## src/rtl/pwm_capture.sv

```systemverilog
// PWM input capture: measures period and high time of pwm_in in prescaled ticks.
// Optional macro PWM_CAPTURE_GLITCH_FILTER_EN adds a 3-sample glitch filter after the synchronizer.
module pwm_capture #(
  parameter int CNT_WIDTH   = 8,
  parameter int SYNC_STAGES = 2
) (
  input  logic                 clk,
  input  logic                 reset_n,
  input  logic                 pwm_in,
  input  logic                 capture_enable,
  input  logic [7:0]           prescaler,
  output logic [CNT_WIDTH-1:0] measured_period,
  output logic [CNT_WIDTH-1:0] measured_high,
  output logic                 capture_valid,
  output logic                 capture_overflow,
  output logic                 signal_level,
  output logic [1:0]           state_dbg
);

  typedef enum logic [1:0] {
    IDLE      = 2'd0,
    WAIT_RISE = 2'd1,
    MEAS_HIGH = 2'd2,
    MEAS_LOW  = 2'd3
  } state_t;

  localparam logic [CNT_WIDTH-1:0] CNT_MAX = '1;
  localparam logic [CNT_WIDTH-1:0] CNT_ONE = {{(CNT_WIDTH-1){1'b0}}, 1'b1};

  state_t                 state;
  logic [SYNC_STAGES-1:0] sync_q;
  logic                   s_raw;
  logic                   s;
  logic [7:0]             presc_cnt;
  logic                   tick;
  logic                   prev;
  logic                   rise;
  logic                   fall;
  logic                   en_q;
  logic [CNT_WIDTH-1:0]   cnt;
  logic [CNT_WIDTH-1:0]   high_lat;
  logic [CNT_WIDTH-1:0]   cnt_next;

  always_ff @(posedge clk or negedge reset_n) begin
    if (!reset_n) sync_q <= '0;
    else          sync_q <= {sync_q[SYNC_STAGES-2:0], pwm_in};
  end

  assign s_raw = sync_q[SYNC_STAGES-1];

`ifdef PWM_CAPTURE_GLITCH_FILTER_EN
  logic [1:0] hist_q;
  logic       filt_q;

  // Level follows the raw input only once three consecutive samples agree.
  assign s = (s_raw == hist_q[0] && s_raw == hist_q[1]) ? s_raw : filt_q;

  always_ff @(posedge clk or negedge reset_n) begin
    if (!reset_n) begin
      hist_q <= '0;
      filt_q <= 1'b0;
    end else begin
      hist_q <= {hist_q[0], s_raw};
      filt_q <= s;
    end
  end
`else
  assign s = s_raw;
`endif

  assign tick = capture_enable && (presc_cnt == 8'd0);

  always_ff @(posedge clk or negedge reset_n) begin
    if (!reset_n)            presc_cnt <= 8'd0;
    else if (!capture_enable) presc_cnt <= 8'd0;
    else if (tick)           presc_cnt <= prescaler;
    else                     presc_cnt <= presc_cnt - 8'd1;
  end

  assign rise     = tick &  s & ~prev;
  assign fall     = tick & ~s &  prev;
  assign cnt_next = (cnt == CNT_MAX) ? cnt : cnt + CNT_ONE;
  assign state_dbg = state;

  always_ff @(posedge clk or negedge reset_n) begin
    if (!reset_n) begin
      state            <= IDLE;
      cnt              <= '0;
      high_lat         <= '0;
      prev             <= 1'b0;
      en_q             <= 1'b0;
      measured_period  <= '0;
      measured_high    <= '0;
      capture_valid    <= 1'b0;
      capture_overflow <= 1'b0;
      signal_level     <= 1'b0;
    end else begin
      capture_valid <= 1'b0;
      en_q          <= capture_enable;
      if (tick) signal_level <= s;
      if (!capture_enable) begin
        state <= IDLE;
        cnt   <= '0;
        prev  <= s;
      end else begin
        if (!en_q) capture_overflow <= 1'b0;
        // Outside IDLE, prev is only updated on ticks so edges are seen in tick time.
        if (state == IDLE || tick) prev <= s;
        case (state)
          IDLE: begin
            cnt   <= '0;
            state <= WAIT_RISE;
          end
          WAIT_RISE: begin
            if (rise) begin
              cnt   <= CNT_ONE;
              state <= MEAS_HIGH;
            end
          end
          MEAS_HIGH: begin
            if (fall) begin
              high_lat <= cnt;
              cnt      <= cnt_next;
              state    <= MEAS_LOW;
            end else if (tick && cnt == CNT_MAX) begin
              capture_overflow <= 1'b1;
              cnt              <= '0;
              state            <= WAIT_RISE;
            end else if (tick) begin
              cnt <= cnt + CNT_ONE;
            end
          end
          MEAS_LOW: begin
            if (rise) begin
              measured_period <= cnt;
              measured_high   <= high_lat;
              capture_valid   <= 1'b1;
              cnt             <= CNT_ONE;
              state           <= MEAS_HIGH;
            end else if (tick && cnt == CNT_MAX) begin
              capture_overflow <= 1'b1;
              cnt              <= '0;
              state            <= WAIT_RISE;
            end else if (tick) begin
              cnt <= cnt + CNT_ONE;
            end
          end
          default: state <= IDLE;
        endcase
      end
    end
  end

endmodule

```

## config.mk

```make
export PLATFORM = sky130hd
export DESIGN_NAME = pwm_capture
export DESIGN_NICKNAME = d
export VERILOG_FILES = /design/src/rtl/pwm_capture.sv
export SDC_FILE = /design/constraint.sdc
export NUM_CORES = 1
export LEC_CHECK = 0
export CAP_MARGIN = 30
export CORE_UTILIZATION = 40
export DETAILED_ROUTE_END_ITERATION = 16
export GPL_TIMING_DRIVEN = 0
export HOLD_SLACK_MARGIN = 0.03
export PLACE_DENSITY = 0.69
export SLEW_MARGIN = 20
export SYNTH_ARGS = -nofsm -noshare
export SYNTH_HDL_FRONTEND = slang
export SYNTH_SLANG_ARGS = --single-unit
```

## constraint.sdc

```tcl
create_clock -name clk -period 2.49 [get_ports clk]
set_clock_uncertainty 0.15 [all_clocks]
set_input_delay 0.498 -clock clk [delete_from_list [all_inputs] [get_ports clk]]
set_output_delay 0.498 -clock clk [all_outputs]
set_load 0.01 [all_outputs]
```

Yosys cells after proc, flatten, opt, wreduce, memory -nomap -nowiden
Cells that the tools add are included.
{"block": "classes", "bitwise": 6, "n_addsub": 2, "n_reduce_logical": 8, "eq_ne": 7, "mux": 26}
{"cell": "$mux 8", "n": 9}
{"cell": "$pmux 8 s4", "n": 1}
{"cell": "$mux 2", "n": 5}
{"cell": "$mux 1", "n": 9}
{"cell": "$add 8x1->8 const B", "n": 1}
{"cell": "$eq 8x8->1 const B", "n": 1}
{"cell": "$logic_not 8->1", "n": 1}
{"cell": "$pmux 2 s4", "n": 1}
{"cell": "$sub 8x1->8 const B", "n": 1}
{"cell": "$reduce_and 3->1", "n": 2}
{"cell": "$and 1x1->1", "n": 4}
{"cell": "$eq 2x2->1 const B", "n": 2}
{"cell": "$ne 4x4->1 const B", "n": 1}
{"cell": "$ne 3x3->1 const B", "n": 1}
{"cell": "$eq 2x1->1 const B", "n": 1}
{"cell": "$logic_and 1x1->1", "n": 2}
{"cell": "$logic_not 2->1", "n": 1}
{"cell": "$ne 2x1->1 const B", "n": 1}
{"cell": "$not 1->1", "n": 2}
{"cell": "$pmux 1 s2", "n": 1}
{"cell": "$reduce_and 2->1", "n": 1}
{"cell": "$logic_or 1x1->1", "n": 1}
{"block": "totals", "reg_bits": 49, "in_bits": 12, "word_cells": 61}

Depth between registers and ports, before layout
{"block": "logic_depth", "ltp_word": 7, "depth_mapped": 9}

Least setup slack after synthesis
Ideal clock, no wire load.
{"block": "synth_path", "path_type": "reg2reg", "startpoint": "reg presc_cnt[0]", "endpoint": "reg measured_high[6]", "setup_time_ns": 0.125, "n_path_buf": 2, "path_stages_with_launch": 10, "arrival_time_ns": 2.025, "slack_ns": 0.190, "cell_sequence": "dfrtp_1 inv_1 ha_1 or4b_1 buf_4 nor2_8 nand3_4 nor2_8 buf_12 mux2_4"}
{"block": "synth_via", "elab_chain_cells": 5}
{"element": "from (decl)", "line": "34", "rtl": "logic [7:0] presc_cnt;"}
{"element": "from (signal assigned)", "line": "76", "rtl": "else if (tick) presc_cnt <= prescaler;"}
{"element": "from (signal assigned)", "line": "77", "rtl": "else presc_cnt <= presc_cnt - 8'd1;"}
{"element": "$logic_not 8->1", "line": "71", "rtl": "assign tick = capture_enable && (presc_cnt == 8'd0);"}
{"element": "$logic_and 1x1->1", "line": "71"}
{"element": "$and 1x1->1 (2 in series)", "line": "80", "rtl": "assign rise = tick & s & ~prev;"}
{"element": "$reduce_and 3->1 (no source line)"}
{"element": "to (signal assigned)", "line": "136", "rtl": "measured_high <= high_lat;"}
{"element": "to (decl)", "line": "13", "rtl": "output logic [CNT_WIDTH-1:0] measured_high,"}
Every way passes these cells.
A chain may end at the register's enable or synchronous reset.

Worst setup path in the final report
{"block": "layout_path", "startpoint": "reg presc_cnt[0]", "endpoint": "reg measured_high[7]"}
The elaborated chain is that of the path after synthesis.

==> reports/summary.txt <==
RSZ-0062 raised after global routing - no
Fin. Hold Viols - 0
clock slew at reported path FFs - 0.09 ns
drt total wl - 5390 um
Pleak - 0.00142 uW
sequential power share - 0.435
reg-to-reg slack, setup - 0.11 ns
RR Startpoint - presc_cnt[0]
setup_tns - 0 ns
relative slew slack - 0.646
CTS tree - built
Tcrit/Tclk final - 0.957
Net Count, Synth - 255
Die Y-Extent - 80.8 um
most frequent cells in the layout - dfrtp_1, nand2_1, clkdlybuf4s50_1
row count - 28
number of global-route vias before repair - 1904
logic gate share of total power - 0.259
FILL cells - 536
Worst EP required - 2.54 ns
routed vias/inst - 5.59
Total GRT Usage - 0.183
register area share after synthesis - 0.494
CP max FO - 10
Most used DFF post-synth - dfrtp_1
nets - 300
Clock Power Share - 0.307
mapped cell area - 2480 um^2
cts bufs inserted - 5
asr flop ratio synth - 1.00
initial DRC count - 145
Net Sw Power - 648 uW
placed wire-length estimate - 3790 um
pin count of the biggest net entering global routing - 28
Sw Ratio - 0.298
Fmax - 420 MHz
Int Power - 1530 uW
dpl cells - 349
H-tree depth - 2
Core Box Area - 5960 um^2
RD Place Congestion - 0.852
reg2reg end - measured_high[7]
Post-synth EDFFs - 0
CP Capture Type - flip-flop
gate count after technology mapping - 241
first-pass GRT wire length - 9140 um
ANT nets after route - 0
Pre-antenna DRT Iters - 4
PD cells - 691 nW/um^2
Max-cap violations - 0
maximum VDD drop - 0.399 mV
Distinct cells, synth - 56
Area Overhead vs Synth - 26.7%
clock root cell - clkbuf_8
vias post-DR - 2024
critical path class - reg2reg
io pins - 33
most common cell after layout, fill and taps aside - dfrtp_1
post-synthesis register bit count - 49
final global-route overflow total - 0
CTS max path bufs - 2
final-report setup violation count - 0
fin cells - 362
port bufs - 32
starting density of the core - 0.417
hold_buf cts - 0
Die Width - 80.8 um
CP startpoint kind - flip-flop
R2R depth - 9
warnings from Yosys - 0
Routed wire per std cell - 14.9 um
Antenna Cells - 0
final number of max-transition violations - 0
syn avg cell area - 10.3 um^2
Final Total Pwr - 2170 uW
crit path DAT - 2.43 ns
layout cells sized above 1 - 0.160
CTS Sinks - 49
initial antenna violation count - 0
worst slew pin tran - 0.531 ns
Hold Crit Class - in2async
outcome - completed
Tmin final - 2.38 ns
residual DRC count - 0
die footprint - 6530 um^2
Clock Latency Late Sink - 0.31 ns
==> metal layers <==
metal | global-route usage | part of all wire
met3 | 0.0393 | 0.057
met5 | 0 | 0
met4 | 0.0464 | 0.011
met2 | 0.297 | 0.48
met1 | 0.249 | 0.45
==> Yosys cell counts (2+ instances only) <==
| cell type | n | area share |
|---|---|---|
| nor2_8 | 2 | 0.016 |
| nand4_1 | 2 | 0.0050 |
| nor2b_1 | 2 | 0.0050 |
| xor2_1 | 2 | 0.0071 |
| mux2_4 | 10 | 0.060 |
| or3_1 | 2 | 0.0050 |
| o31ai_1 | 2 | 0.0060 |
| ha_1 | 2 | 0.010 |
| buf_2 | 3 | 0.0060 |
| nor3_1 | 6 | 0.012 |
| clkbuf_1 | 7 | 0.011 |
| and3_1 | 3 | 0.0076 |
| a21oi_1 | 10 | 0.020 |
| o211ai_1 | 2 | 0.0060 |
| nand3_1 | 8 | 0.016 |
| o21ai_1 | 2 | 0.0040 |
| a22o_1 | 2 | 0.0071 |
| o21ai_0 | 14 | 0.028 |
| mux2_1 | 3 | 0.014 |
| a31oi_1 | 4 | 0.010 |
| nand2_1 | 42 | 0.063 |
| nor2_1 | 19 | 0.029 |
| nor4b_2 | 2 | 0.012 |
| dfrtp_1 | 49 | 0.49 |
| a211oi_1 | 4 | 0.012 |
| inv_1 | 4 | 0.0060 |
| mux2_2 | 4 | 0.018 |
==> cell families after synthesis <==
| logic type | Yosys count | synth area share |
|---|---|---|
| mux | 18 | 0.0962 |
| xor+xnor | 3 | 0.0106 |
| fa+ha+maj | 2 | 0.0101 |
| flops | 49 | 0.494 |
| buf+inv | 17 | 0.0383 |
| simple gates | 98 | 0.209 |
| compound gates | 54 | 0.142 |
==> worst max-delay path, cell delays in order, from the launching register on <==
cell and delay [ns]:
dfrtp_1 0.41, inv_1 0.10, ha_4 0.16, or4b_1 0.42, buf_4 0.18, nor2_8 0.13, nand3_4 0.10, nor2_8 0.15
buf_12 0.16, mux2_4 0.30
==> flip-flops by register name (all words and copies together) (netlist names) <==
signal and count:
measured_period 8, high_lat 8, signal_level 1, capture_overflow 1, prev 1, sync_q 2
state_dbg 2, measured_high 8, en_q 1, presc_cnt 8, cnt 8, capture_valid 1
==> power groups by stage <==
stage | sequential (uW) | clock [uW] | combinational [uW]
after floorplan | 933 | 0 | 349
after global placement | 941 | 0 | 467
after detailed placement | 945 | 0 | 483
after CTS | 942 | 680 | 519
after global routing | 957 | 718 | 635
final | 945 | 667 | 562
==> stage by stage <==
step | hold slack, ns | util | setup WS, ns | area (um^2)
finish | 0.00774 | 0.528 | 0.107 | 3150
global route | 0.0488 | 0.528 | 0.0286 | 3150
CTS | 0.0322 | 0.521 | 0.0147 | 3100
detailed placement | 0.199 | 0.489 | -0.506 | 2910
global placement | 0.183 | 0.487 | -0.598 | 2900
floorplan | 0.0524 | - | 0.190 | 2480
==> how the worst max path moves through the flow <==
| stage | endpoint | from | depth (start not counted) |
|---|---|---|---|
| floorplan | measured_high[6] | presc_cnt[0] | 9 |
| global placement | sync_q[0] | reset_n | 1 |
| detailed placement | cnt[6] | capture_enable | 7 |
| CTS | measured_high[7] | presc_cnt[0] | 9 |
| global route | measured_high[7] | presc_cnt[0] | 9 |
| finish | measured_high[7] | presc_cnt[0] | 9 |
==> area by class of cell <==
cell class,instances,area [um^2],area share
well taps,75,93.8,0.0298
multi-input cells,175,1210,0.383
plain buffers,13,86.3,0.0274
clock buffers,5,68.8,0.0219
repair buffers,38,384,0.122
inverters,4,15.0,0.00477
clock inverters,3,65.1,0.0207
flip-flops and latches,49,1230,0.390
==> timing repair <==
action / in CTS / in global routing
gates cloned: 0 / 0
pin swaps: 1 / 2
setup endpoints to repair: 24 / 29
gates resized for setup: 5 / 5
endpoints found under the hold margin: 0 / 0
buffers inserted: 3 / 2
No activity file was read; power rests on OpenSTA's default activity.
